## config.mk

```make
export PLATFORM = sky130hd
export DESIGN_NAME = spi_baud_rate_gen
export DESIGN_NICKNAME = d
export VERILOG_FILES = /design/src/rtl/spi_baud_rate_gen.sv
export SDC_FILE = /design/constraint.sdc
export NUM_CORES = 1
export LEC_CHECK = 0
export BUFFER_PORTS_ARGS = -buffer_cell sky130_fd_sc_hd__buf_2
export CAP_MARGIN = 20
export CORE_ASPECT_RATIO = 0.6
export CORE_UTILIZATION = 50
export CTS_CLUSTER_SIZE = 16
export DETAILED_ROUTE_END_ITERATION = 6
export PLACE_DENSITY = 0.81
export SYNTH_ARGS = -nofsm -noshare
export SYNTH_HDL_FRONTEND = slang
export SYNTH_SLANG_ARGS = --single-unit
```

## constraint.sdc

```tcl
create_clock -name PCLK -period 9.6 [get_ports PCLK]
set_clock_uncertainty 0.05 [all_clocks]
set_input_delay 0.48 -clock PCLK [delete_from_list [all_inputs] [get_ports PCLK]]
set_output_delay 0.48 -clock PCLK [all_outputs]
set_load 0.01 [all_outputs]
```

## src/rtl/spi_baud_rate_gen.sv

```systemverilog
// SPI master SCLK generator with sample/shift strobes; strobes are combinational in the toggling cycle.
// Optional macro SPI_BRG_EDGE_CNT_EN adds edge_cnt, a saturating count of SCLK edges since entering RUN.
module spi_baud_rate_gen #(
   parameter int DIV_W = 12
) (
   input  logic             PCLK,
   input  logic             PRESET,
   input  logic [1:0]       spi_mode,
   input  logic             spiswai,
   input  logic [2:0]       sppr,
   input  logic [2:0]       spr,
   input  logic             cpol,
   input  logic             cpha,
   input  logic             ss,
   output logic             sclk,
   output logic             sample_pulse,
   output logic             shift_pulse,
`ifdef SPI_BRG_EDGE_CNT_EN
   output logic [4:0]       edge_cnt,
`endif
   output logic [DIV_W-1:0] baud_rate_divisor
);

   typedef enum logic {IDLE, RUN} state_e;

   state_e           state_q;
   logic [DIV_W-1:0] count_q;
   logic             sclk_q;
   logic [DIV_W-1:0] base;
   logic [DIV_W-1:0] half;
   logic             active;
   logic             terminal;
   logic             strobe;
   logic             leading;

   assign base              = DIV_W'(sppr) + DIV_W'(1);
   assign half              = base << spr;
   assign baud_rate_divisor = base << ({1'b0, spr} + 4'd1);

   assign active   = !ss && (spi_mode == 2'b00 || (spi_mode == 2'b01 && !spiswai));
   assign terminal = count_q >= half - DIV_W'(1);

   // The registered RUN state keeps the strobe alive in the cycle where active drops.
   assign strobe       = !PRESET && (active || state_q == RUN) && terminal;
   assign leading      = (sclk_q == cpol);
   assign sample_pulse = strobe && (leading ^ cpha);
   assign shift_pulse  = strobe && !(leading ^ cpha);
   assign sclk         = sclk_q;

`ifdef SPI_BRG_EDGE_CNT_EN
   logic [4:0] edge_q;
   assign edge_cnt = edge_q;

   always_ff @(posedge PCLK) begin
      if (PRESET || !active) begin
         edge_q <= 5'd0;
      end else if (terminal && edge_q != 5'd16) begin
         edge_q <= edge_q + 5'd1;
      end
   end
`endif

   always_ff @(posedge PCLK) begin
      if (PRESET || !active) begin
         state_q <= IDLE;
         count_q <= '0;
         sclk_q  <= cpol;
      end else begin
         state_q <= RUN;
         if (terminal) begin
            count_q <= '0;
            sclk_q  <= ~sclk_q;
         end else begin
            count_q <= count_q + DIV_W'(1);
         end
      end
   end

endmodule

```

==> results.toml <==
[yosys]
synth_edf_count = 1
synth_warnings = 0
ys_top_cells_by_count = "nor2_1 (31), nand2_1 (23), ha_1 (16), dfxtp_1 (13), xnor2_1 (13)"
syn_nets = 264
synth_cell_types = 57
synth_top_cell_area_share = 0.149
synth.area.top_cells = "dfxtp_1 (15%), ha_1 (11%), nor2_1 (6.7%), xnor2_1 (6.5%), nand2_1 (5.0%)"
seq_area_frac_synth = 0.167
synth_cells = 234
synth_top_cell_by_area = "dfxtp_1"
ys.flop_type = "dfxtp_1"
synth_area_um2 = 1740
syn_area_per_cell_um2 = 7.45
yosysMostFrequentCell = "nor2_1"
ys_ff_latch = 14
async_flop_share = 0

[cts]
cts_buffers = 3
clk_pin_slew_worst_paths_ns = 0.06
cts_tree = "yes"
hold_buffers = 0
cts.sinks = 14
cts_setup_buffers = 0
clock_latency_ns = 0.24
h-tree-depth = 1
cts-resized-gates = 0
root_buffer = "clkbuf_8"
cts.path.max_buffers = 2

[power_and_ir_drop]
leakage_nw = 0.820
vdd_drop_max_mv = 0.0846
power.density_nw_per_um2 = 97.2
p_total_uw = 187

[die]
dieHeight_um = 47.7
rows = 16
start_util = 0.531
ios = 29
core_area_um2 = 3280
dieArea_um2 = 3730
die_x_um = 78.2

[sta]
hold_violations = 0
rsz0062_at_grt = "false"
final_max_slew_viol_count = 0
tightest_slew_ns = 0.553
fmax_mhz = 235
maxSlewHeadroom = 0.629
fin_ws_ns = 5.34
min_period_ns = 4.26
tns_ns = 0
setup_viol = 0
period_share = 0.443

[setup_path]
cp-endpoint = "sample_pulse"
end_kind = "output port"
worstPathArrival_ns = 3.73
crit_family = "simple AND/OR/NAND/NOR gates"
rr_worst_depth = 7
cp-start-kind = "input pin"
crit_slowest_cell = "xnor2_1"
cpPeakStageDelay_ns = 0.43
critical_path_class = "in2out"
cp.buffers_inverters = 2
cp-startpoint = "sppr[0]"
r2r_setup_slack_ns = 7.46
timing.rr.end = "sclk"
r2r_start = "count_q[0]"
crit_fanout = 15
worst-path-stages = 14
path_cells = "buf_2 > ha_1 > xnor2_1 > nor3_2 > nor3_2 > a21oi_2 > nor4b_2 > o21ai_1 > ha_1 > nand3_1 > nor4_1 > a21boi_0 > nor3_1 > buf_2"
required_ns = 9.07

[route]
num_vias = 1764
via_per_inst = 5.92
wl_per_cell_um = 13.8
antenna_left = 0
drt_iter0_markers = 124
drcViolationCount = 0
first_pass_iters = 5
wl_um = 4110

[finish]
nets = 284
num_antenna_cells = 0
layout-drive-gt1-share = 0.186
finish.instance_area_um2 = 1920
layout.cells.non_filler = 298
area_growth_pct = 10.1

[grt]
grt_pass1_vias = 1366
grt_pass1_wl_um = 6350
grt_max_degree = 28
grt_util_all_layers = 0.222
antenna_found_initial = 0
grt_overflow_total = 0

[status]
status = "complete, no violations"

[place]
place.gp.congestion = 0.829
io_buffers = 28
pre_cts_slack_ns = 5.41
dpl-instance-area_um2 = 1870
placedCellCount = 294
place_hpwl_um = 3220

[run]
cap_violations = 0

[hold_path]
min_path_type = "in2reg"
## layer usage
metal | up-vias | GRT usage | routed length, um
met3 | 2 | 0.0629 | 264
met1 | 803 | 0.320 | 2130
met2 | 67 | 0.340 | 1710
met4 | 0 | 0.0296 | 10
met5 | - | 0 | 0
li1 | 892 | - | -
## sequential cells by signal, summed over array words and instances, names as in the netlist
signal and cells:
count_q 12, sclk 1, state_q 1
## cells by family (layout without fill, tap and decap cells)
| group | after synthesis | after routing | share of synthesized area |
|---|---|---|---|
| fa+ha+maj | 16 | 16 | 0.115 |
| buf+inv | 18 | 37 | 0.0481 |
| mux | 2 | 2 | 0.0122 |
| xor+xnor | 21 | 21 | 0.110 |
| compound gates | 61 | 61 | 0.246 |
| simple gates | 102 | 102 | 0.302 |
| flops | 14 | 14 | 0.167 |
## report_power, final
part	switching (mW)	total, mW	internal, mW
Sequential	0.000522	0.0601	0.0596
Combinational	0.0464	0.0766	0.0301
Clock	0.0206	0.0499	0.0294
Total	0.0675	0.187	0.119
## placed cells by master, fill, tap and decap left out, types with 6 or more instances in the layout
master	netlist	layout
dfxtp_1	13	13
o22ai_1	6	6
ha_1	16	16
nor2_1	31	31
nand3_1	6	6
xnor2_1	13	13
o21ai_0	8	8
nand2_1	23	23
a21oi_1	12	12
xor2_1	7	7
buf_2	7	28
## final cells by class
class,instances,area [um2]
inverter,5,18.8
timing repair buffer,28,140
tap,45,56.3
sequential,14,290
multi-input combinational,202,1370
clock buffer,4,45.0
fill,315,1360
## worst min path at each step
stage,depth (start not counted),start,to,slack [ns]
after global routing,2,PRESET,state_q,0.40
after detailed placement,1,count_q[0],count_q[0],0.42
after CTS,2,PRESET,state_q,0.38
after floorplan,1,count_q[0],count_q[0],0.38
final,2,PRESET,state_q,0.39
after global placement,1,count_q[0],count_q[0],0.40
## through the flow
stage	utilization	hold slack [ns]
final	0.585	0.389
after global routing	0.585	0.396
after CTS	0.585	0.384
after detailed placement	0.571	0.416
after global placement	0.571	0.402
after floorplan	-	0.376
(Power assumes the default switching activity.)
